<file path="src/rtl/clk_sel_ctrl.sv">
`default_nettype none
// ============================================================================
//  Module      : clk_sel_ctrl
//  Description : Owns the select of the glitch-free clock mux. Requests from
//                several requesters are arbitrated round-robin. Each accepted
//                switch drives a new select and waits a settle window. A dwell
//                window then blocks further switches.
//                Optional feature macro: CLK_SEL_CTRL_SKIP_SAME_EN. When it is
//                defined, a request for the select already driven completes
//                at once.
//  Revision    : 1.0 - initial release
// ============================================================================
module clk_sel_ctrl #(
    parameter int  NUM_INPUTS    = 4,
    parameter int  NUM_REQ       = 2,
    parameter int  SETTLE_CYCLES = 16,
    parameter int  DWELL_CYCLES  = 8,
    parameter int  RESET_SEL     = 0,
    localparam int SELW          = (NUM_INPUTS > 1) ? $clog2(NUM_INPUTS) : 1
) (
    input  logic                    clk_i,
    input  logic                    rst_i,
    input  logic [NUM_REQ-1:0]      req_valid_i,
    input  logic [NUM_REQ*SELW-1:0] req_sel_i,
    output logic [NUM_REQ-1:0]      req_ready_o,
    output logic [NUM_REQ-1:0]      done_o,
    output logic [NUM_REQ-1:0]      err_o,
    output logic [SELW-1:0]         sel_o,
    output logic                    busy_o
);

    localparam int c_ptrw    = (NUM_REQ > 1) ? $clog2(NUM_REQ) : 1;
    localparam int c_cnt_max = (SETTLE_CYCLES > DWELL_CYCLES) ? SETTLE_CYCLES : DWELL_CYCLES;
    localparam int c_cntw    = (c_cnt_max > 1) ? $clog2(c_cnt_max) : 1;

    typedef enum logic [1:0] {
        ST_IDLE   = 2'd0,
        ST_SETTLE = 2'd1,
        ST_DWELL  = 2'd2
    } state_t;

    state_t              state_q,  state_d;
    logic [c_cntw-1:0]   cnt_q,    cnt_d;
    logic [SELW-1:0]     sel_q,    sel_d;
    logic [c_ptrw-1:0]   gnt_q,    gnt_d;
    logic [c_ptrw-1:0]   rr_ptr_q, rr_ptr_d;
    logic [NUM_REQ-1:0]  done_q,   done_d;
    logic                busy_q,   busy_d;

    logic                w_found;
    logic [c_ptrw-1:0]   w_pick_idx;
    logic [SELW-1:0]     w_pick_sel;
    logic                w_tgt_ok;
    logic                w_arb;
    logic [NUM_REQ-1:0]  w_pick_onehot;
    logic [NUM_REQ-1:0]  w_gnt_onehot;
    int                  w_j;
`ifdef CLK_SEL_CTRL_SKIP_SAME_EN
    logic [NUM_REQ-1:0]  w_skip_done;
`endif

    // Round-robin search starting at the pointer, wrapping once over all requesters
    always_comb begin
        w_found    = 1'b0;
        w_pick_idx = '0;
        w_j        = 0;
        for (int i = 0; i < NUM_REQ; i++) begin
            w_j = int'(rr_ptr_q) + i;
            if (w_j >= NUM_REQ) begin
                w_j = w_j - NUM_REQ;
            end
            if (!w_found && req_valid_i[w_j]) begin
                w_found    = 1'b1;
                w_pick_idx = c_ptrw'(w_j);
            end
        end
    end

    // Target decode and handshake responses; only an idle, out-of-reset controller arbitrates
    always_comb begin
        w_pick_sel    = req_sel_i[int'(w_pick_idx)*SELW +: SELW];
        w_tgt_ok      = (int'(w_pick_sel) < NUM_INPUTS);
        w_arb         = (state_q == ST_IDLE) && !rst_i && w_found;
        w_pick_onehot = NUM_REQ'(1) << w_pick_idx;
        w_gnt_onehot  = NUM_REQ'(1) << gnt_q;
        req_ready_o   = w_arb ? w_pick_onehot : '0;
        err_o         = (w_arb && !w_tgt_ok) ? w_pick_onehot : '0;
    end

    // Next-state logic: grant/latch in IDLE, count down settle then dwell
    always_comb begin
        state_d  = state_q;
        cnt_d    = cnt_q;
        sel_d    = sel_q;
        gnt_d    = gnt_q;
        rr_ptr_d = rr_ptr_q;
        done_d   = '0;
`ifdef CLK_SEL_CTRL_SKIP_SAME_EN
        w_skip_done = '0;
`endif
        case (state_q)
            ST_IDLE: begin
                if (w_arb) begin
                    // Any response, error or grant, moves the search past this requester
                    if (int'(w_pick_idx) == NUM_REQ - 1) begin
                        rr_ptr_d = '0;
                    end else begin
                        rr_ptr_d = w_pick_idx + c_ptrw'(1);
                    end
`ifdef CLK_SEL_CTRL_SKIP_SAME_EN
                    if (w_tgt_ok && (w_pick_sel == sel_q)) begin
                        w_skip_done = w_pick_onehot;
                    end else
`endif
                    if (w_tgt_ok) begin
                        sel_d   = w_pick_sel;
                        gnt_d   = w_pick_idx;
                        cnt_d   = c_cntw'(SETTLE_CYCLES - 1);
                        state_d = ST_SETTLE;
                        // A one-cycle settle window finishes in the cycle right after accept
                        if (SETTLE_CYCLES == 1) begin
                            done_d = w_pick_onehot;
                        end
                    end
                end
            end
            ST_SETTLE: begin
                if (cnt_q == '0) begin
                    if (DWELL_CYCLES == 0) begin
                        state_d = ST_IDLE;
                    end else begin
                        state_d = ST_DWELL;
                        cnt_d   = c_cntw'(DWELL_CYCLES - 1);
                    end
                end else begin
                    cnt_d = cnt_q - c_cntw'(1);
                    // done is registered, so it is launched one cycle before the last settle cycle
                    if (cnt_q == c_cntw'(1)) begin
                        done_d = w_gnt_onehot;
                    end
                end
            end
            ST_DWELL: begin
                if (cnt_q == '0) begin
                    state_d = ST_IDLE;
                end else begin
                    cnt_d = cnt_q - c_cntw'(1);
                end
            end
            default: begin
                state_d = ST_IDLE;
            end
        endcase
        busy_d = (state_d != ST_IDLE);
    end

    // State, select and pulse registers with synchronous reset
    always_ff @(posedge clk_i) begin
        if (rst_i) begin
            state_q  <= ST_IDLE;
            cnt_q    <= '0;
            sel_q    <= SELW'(RESET_SEL);
            gnt_q    <= '0;
            rr_ptr_q <= '0;
            done_q   <= '0;
            busy_q   <= 1'b0;
        end else begin
            state_q  <= state_d;
            cnt_q    <= cnt_d;
            sel_q    <= sel_d;
            gnt_q    <= gnt_d;
            rr_ptr_q <= rr_ptr_d;
            done_q   <= done_d;
            busy_q   <= busy_d;
        end
    end

    assign sel_o  = sel_q;
    assign busy_o = busy_q;
`ifdef CLK_SEL_CTRL_SKIP_SAME_EN
    assign done_o = done_q | w_skip_done;
`else
    assign done_o = done_q;
`endif

endmodule
`default_nettype wire

</file>
<file path="config.mk">
export PLATFORM = sky130hd
export DESIGN_NAME = clk_sel_ctrl
export DESIGN_NICKNAME = d
export VERILOG_FILES = /design/src/rtl/clk_sel_ctrl.sv
export SDC_FILE = /design/constraint.sdc
export NUM_CORES = 1
export LEC_CHECK = 0
export CAP_MARGIN = 10
export CELL_PAD_IN_SITES_DETAIL_PLACEMENT = 1
export CELL_PAD_IN_SITES_GLOBAL_PLACEMENT = 2
export CORE_MARGIN = 8
export CORE_UTILIZATION = 31
export DETAILED_ROUTE_END_ITERATION = 10
export GPL_ROUTABILITY_DRIVEN = 0
export PLACE_DENSITY_LB_ADDON = 0.1
export SLEW_MARGIN = 20
export SYNTH_ARGS = -nofsm -noshare
export SYNTH_HDL_FRONTEND = slang
export SYNTH_SLANG_ARGS = --single-unit
</file>
<file path="constraint.sdc">
create_clock -name clk_i -period 4.6 [get_ports clk_i]
set_clock_uncertainty 0.15 [all_clocks]
set_input_delay 0.92 -clock clk_i [delete_from_list [all_inputs] [get_ports clk_i]]
set_output_delay 0.92 -clock clk_i [all_outputs]
set_load 0.005 [all_outputs]
</file>
==> results of run 1 <==
## path summary, 6_finish.rpt
| path | cells after the start | slack, ns | endpoint |
|---|---|---|---|
| worst max register to register | 6 | 2.62 | cnt_q[3]$_SDFFE_PP0P_ |
| worst min-delay path | 1 | 0.31 | done_o[0]$_SDFF_PP0_ |
| worst min register to register | 1 | 0.31 | done_o[0]$_SDFF_PP0_ |
| worst max-delay path | 4 | 1.00 | req_ready_o[0] |
## power breakdown
| part | internal, mW | leakage, nW | switching (mW) | total [mW] |
|---|---|---|---|---|
| Clock | 0.0337 | 0.0150 | 0.0373 | 0.0710 |
| Sequential | 0.129 | 0.107 | 0.0181 | 0.147 |
| Combinational | 0.0648 | 0.226 | 0.0671 | 0.132 |
| Total | 0.227 | 0.348 | 0.123 | 0.350 |
## through the flow
stage	area, sq um	worst slack (ns)
3_5_place_dp	919.6	0.9895
5_1_grt	945.9	0.9133
4_1_cts	945.9	0.9772
6_report	945.9	1.002
2_1_floorplan	758.2	2.227
3_3_place_gp	919.6	1.031
## cell usage after synthesis, types with 2 or more instances
library cell	n	area share (%)
inv_1	4	2.0
ha_1	6	9.9
a22oi_1	2	2.0
a21oi_1	6	4.0
nor2_1	6	3.0
nand2_1	7	3.5
dfxtp_1	13	34
o21ai_0	2	1.3
or3_1	2	1.7
buf_4	2	2.0
a311oi_1	3	3.5
nor3_1	2	1.3
## sequential cells by signal, summed over array words and instances, names as in the netlist
register and cells:
busy_o 1, sel_o 2, done_o 2, gnt_q 1, rr_ptr_q 1, state_q 2
cnt_q 4
## layout make-up
class                           count  area (sq um)
Fill cell                         292          1441
Multi-Input combinational cell     61         459.2
Sequential cell                    13         260.3
Timing Repair Buffer               15         147.6
Tap cell                           30         37.54
Clock buffer                        4         26.28
Inverter                            4         15.01
## cell families after synthesis
logic type | share of synthesized area [%]
AND/OR/NAND/NOR | 22.56
AO/OA/AOI/OAI | 27.36
flip-flops | 34.49
buffers and inverters | 5.139
adder cells (fa/ha/maj) | 9.950
other | 0.4970
## per-layer routing
| metal | part of all wire [%] | vias to the layer above | global-route usage [%] |
|---|---|---|---|
| li1 | - | 327 | - |
| met1 | 49 | 291 | 11.07 |
| met2 | 46 | 8 | 13.65 |
| met3 | 4.4 | 4 | 4.422 |
| met4 | 1.3 | 0 | 3.270 |
| met5 | 0 | - | 0 |
## worst reg2reg max path, stage by stage (launching register included)
cell      delay [ns]
dfxtp_1         0.41
inv_1           0.07
ha_1            0.26
nor3b_2         0.21
a221oi_4        0.45
nor2_1          0.07
a311oi_1        0.27
==> metrics.cfg, run 1 <==
[run_status]
status = complete, no violations

[timing]
setup_viol = 0
fin_setup_tns_ns = 0
fin_hold_ws_ns = 0.3073
fin_crit_sh_pct = 78.22
max_freq_mhz = 277.9
final_max_slew_viol_count = 0
timing_hold_violations_final = 0
layout_min_cycle_time_ns = 3.598
rsz0062_at_grt = no

[drt]
drt_iter0_drc = 9
routed-via-count = 630
drt_wl_total_mm = 1.816
first_pass_iters = 3
viasPerCell = 4.961
postRouteAntennaNets = 0
wire_per_inst_um = 14.30
drc = 0

[floorplanning]
boundaryPins = 17
start_util_pct = 31.60
die_h_um = 65.34
coreArea_sq_um = 2387
fp-row-count = 18
die_w_um = 65.34
die_area_sq_um = 4269

[synth]
syn_avg_cell_area_sq_um = 9.314
async_flop_share_pct = 0
yosys_warnings = 0
syn_area_sq_um = 754.5
yosys_register_bits = 13
seq_area_frac_synth_pct = 34.49
synth_cells = 81
ys_types = 38
synth_edf_count = 0
synth_flop_cell = dfxtp_1

[critical_path]
crit_family = buffers and inverters
crit_arrival_ns = 2.53
start_kind = primary input
cp.buffers_inverters = 3
slowest_delay_ns = 0.57
worst-setup-path-type = primary input to output port
cp-end-kind = output port
r2r-start = cnt_q[0]$_SDFFE_PP0P_
crit_start = rst_i
slowest_stage = clkdlybuf4s50_1
crit_chain = clkdlybuf4s50_1, buf_4, a211oi_2, clkdlybuf4s50_1
required_ns = 3.53
crit_top_cell = clkdlybuf4s50_1
cp_max_fo = 8

[flow_run]
maxCapViolations = 0

[cells_and_area]
layout_common_cells = clkdlybuf4s50_1 (14), dfxtp_1 (13), nand2_1 (7)
instances_no_fill = 127
diodes = 0
syn2layout_area_growth_pct = 25.37
final_layout_size_suffix_gt1_share_pct = 13.40
nets = 112
final_core_util_pct = 39.62
final_common_cell = clkdlybuf4s50_1

[placement]
numPortBuffers = 14
dp_cells = 123
hpwlAfterDp_mm = 1.483

[clocking]
clk_path_buf_depth = 2
cts.sinks = 13
cts_buffers = 3
post_cts_resized = 0
cts_tree = built
htreeDepth = 1
root_buffer = clkbuf_4
insertion_delay_ns = 0.28
hold_buffers = 0
clkSlewWorstSetupHoldPaths_ns = 0.08
postCtsSetupBuffers = 0

[pwr]
powerDensity_nw_per_um2 = 370.0
leakage_nw = 0.3481
power.total_mw = 0.3500
ir_worst_vdd_mv = 0.2285

[grt]
grt_overflow_total = 0
grt_pass1_vias = 634
grt_use_total_pct = 9.126
antenna_found_initial = 0
grt_max_degree = 9
grt_pass1_wl_mm = 3.022

[worst_hold_path]
min-delay-start = gnt_q$_SDFFE_PP0P_
min_path_type = register to register

No activity file was read; power rests on OpenSTA's default activity.
==> run 2, diff against run 1 <==
- CORE_UTILIZATION: 31 -> 26
- clock period: 4.6 -> 3.3 ns (I/O delays scaled with it)
==> run 2 against run 1 <==
Net effect:
- combinational power increased by 41%
- register-to-register slack got worse by 1.3 ns
- wire length increased by 3.2%
- largest cell class unchanged
- die area increased by 14%
- hold slack improved by 0.014 ns
- first-iteration DRC count unchanged
- count of clock-buffer cells in the layout decreased by 1
- critical path depth unchanged
- power increased by 41%
- utilization decreased by 5.2 points
- sequential share of layout area decreased by 0.073 points
- final cell count increased by 0.79%
==> metrics.cfg, run 2 (synthesized netlist as in run 1, its figures left out) <==
[run_status]
status = complete, no violations  ; unchanged

[critical_path]
cp-end-kind = output port  ; unchanged
ff2ff_path_depth = 6  ; unchanged
rrSetupSlack_ns = 1.35  ; was 2.62 ns
endpoint = req_ready_o[1]  ; was req_ready_o[0]
cp_max_fo = 5  ; was 8
start_kind = primary input  ; unchanged
r2r-start = cnt_q[0]$_SDFFE_PP0P_  ; unchanged
crit_arrival_ns = 2.22  ; was 2.53 ns
crit_start = req_valid_i[1]  ; was rst_i
r2r-end = cnt_q[3]$_SDFFE_PP0P_  ; unchanged
worst-setup-path-type = primary input to output port  ; unchanged
required_ns = 2.49  ; was 3.53 ns

[worst_hold_path]
min_path_type = register to register  ; unchanged

[timing]
fin_crit_sh_pct = 91.71
final_max_slew_viol_count = 0  ; unchanged
setup_viol = 0  ; unchanged
slew_headroom_pct = 65.96
fin_setup_tns_ns = 0  ; unchanged
layout_min_cycle_time_ns = 3.026
rsz0062_at_grt = no  ; unchanged
timing_hold_violations_final = 0  ; unchanged
max_freq_mhz = 330.4
worst_pin_slew_ns = 0.5053

[drt]
viasPerCell = 4.992  ; was 4.961
drt_iter0_drc = 9  ; unchanged
postRouteAntennaNets = 0  ; unchanged
first_pass_iters = 4  ; was 3
routed-via-count = 639  ; was 630
drt_wl_total_mm = 1.875  ; was 1.816 mm
wire_per_inst_um = 14.65  ; was 14.30 um
drc = 0  ; unchanged

[clocking]
insertion_delay_ns = 0.28  ; about the same
cts.sinks = 13  ; unchanged
post_cts_resized = 0  ; unchanged
clk_path_buf_depth = 2  ; unchanged
root_buffer = clkbuf_4  ; unchanged
postCtsSetupBuffers = 0  ; unchanged
cts_tree = built  ; unchanged
cts_buffers = 3  ; unchanged
htreeDepth = 1  ; unchanged
hold_buffers = 0  ; unchanged
clkSlewWorstSetupHoldPaths_ns = 0.09  ; was 0.08 ns

[cells_and_area]
instances_no_fill = 128  ; was 127
seqCellArea_sq_um = 260.3  ; unchanged
final_layout_size_suffix_gt1_share_pct = 14.43  ; was 13.40%
largest-register = cnt_q  ; unchanged
num-fill-cells = 325  ; was 292
nets = 112  ; unchanged
largest_reg_flops = 4  ; unchanged
syn2layout_area_growth_pct = 25.70  ; was 25.37%
layout_common_cells = clkdlybuf4s50_1 (14), dfxtp_1 (13), nand2_1 (7)  ; unchanged
diodes = 0  ; unchanged
final_common_cell = clkdlybuf4s50_1  ; unchanged
multiInputGateArea_sq_um = 459.2  ; unchanged

[grt]
grt_max_degree = 10  ; was 9
grt_pass1_vias = 654  ; was 634
grt_use_met2_pct = 12.08  ; was 13.65%
antenna_found_initial = 0  ; unchanged
globalRoute.busiestLayer = met2  ; unchanged
use_met3_pct = 3.531  ; was 4.422%
grt_use_total_pct = 8.038  ; was 9.126%
grt_overflow_total = 0  ; unchanged
grt_pass1_wl_mm = 3.236  ; was 3.022 mm
grt_use_met1_pct = 9.919  ; was 11.07%

[pwr]
power.total_mw = 0.4923  ; was 0.3500 mW
powerDensity_nw_per_um2 = 519.1  ; was 370.0 nW/um^2
leakage_nw = 0.3508  ; was 0.3481 nW
ir_worst_vdd_mv = 0.2807  ; was 0.2285 mV

[placement]
numPortBuffers = 14  ; unchanged
hpwlAfterDp_mm = 1.502  ; was 1.483 mm
dp_cells = 124  ; was 123

[floorplanning]
start_util_pct = 27.36  ; was 31.60%
die_w_um = 69.87  ; was 65.34 um
die_area_sq_um = 4882  ; was 4269 sq um
boundaryPins = 17  ; unchanged
fp-row-count = 19  ; was 18
die_h_um = 69.87  ; was 65.34 um
coreArea_sq_um = 2758  ; was 2387 sq um

[flow_run]
maxCapViolations = 0  ; unchanged

## run 2: routing by layer
metal,vias up,share of wire (%)
li1,327,-
met1,297,49
met2,13,46
met3,2,4.1
met4,0,0.75
met5,-,0
## run 2: worst max-delay path, stage by stage
cell and delay [ns]:
clkdlybuf4s50_1 0.55, nand2_1 0.09, nor3_1 0.34, clkdlybuf4s50_1 0.58
## run 2: area by class of cell
cell class | count | area share (%)
inverter | 4 | 1.583
timing repair buffer | 15 | 15.57
multi-input combinational | 61 | 48.42
clock buffer | 3 | 2.375
sequential | 13 | 27.44
tap | 31 | 4.090
clock inverter | 1 | 0.5277
## run 2: per-stage QoR
stage               utilization (%)  hold WS [ns]  setup WS, ns  cell area (sq um)
finish                        34.39        0.3212        0.2736              948.4
global route                  34.39        0.3614       0.09861              948.4
CTS                           34.39        0.3205        0.2774              948.4
detailed placement            33.39        0.3032        0.2764              920.9
global placement              33.39        0.2976        0.2939              920.9
floorplan                         -        0.2639         1.384              758.2
## run 2: how the worst min path moves through the flow
stage,from,to,slack (ns),depth (start not counted)
after global routing,sel_o[1]$_SDFFE_PP0P_,sel_o[1]$_SDFFE_PP0P_,0.36,2
after detailed placement,gnt_q$_SDFFE_PP0P_,done_o[0]$_SDFF_PP0_,0.30,1
final,sel_o[1]$_SDFFE_PP0P_,sel_o[1]$_SDFFE_PP0P_,0.32,2
after floorplan,gnt_q$_SDFFE_PP0P_,done_o[0]$_SDFF_PP0_,0.26,1
after CTS,gnt_q$_SDFFE_PP0P_,done_o[0]$_SDFF_PP0_,0.32,1
after global placement,sel_o[1]$_SDFFE_PP0P_,sel_o[1]$_SDFFE_PP0P_,0.30,2
## run 2: report_power, final
part | leakage, nW | switching [mW] | total, mW | internal, mW
Sequential | 0.107 | 0.0245 | 0.204 | 0.180
Combinational | 0.226 | 0.0953 | 0.186 | 0.0904
Clock | 0.0177 | 0.0573 | 0.102 | 0.0450
Total | 0.351 | 0.177 | 0.492 | 0.315
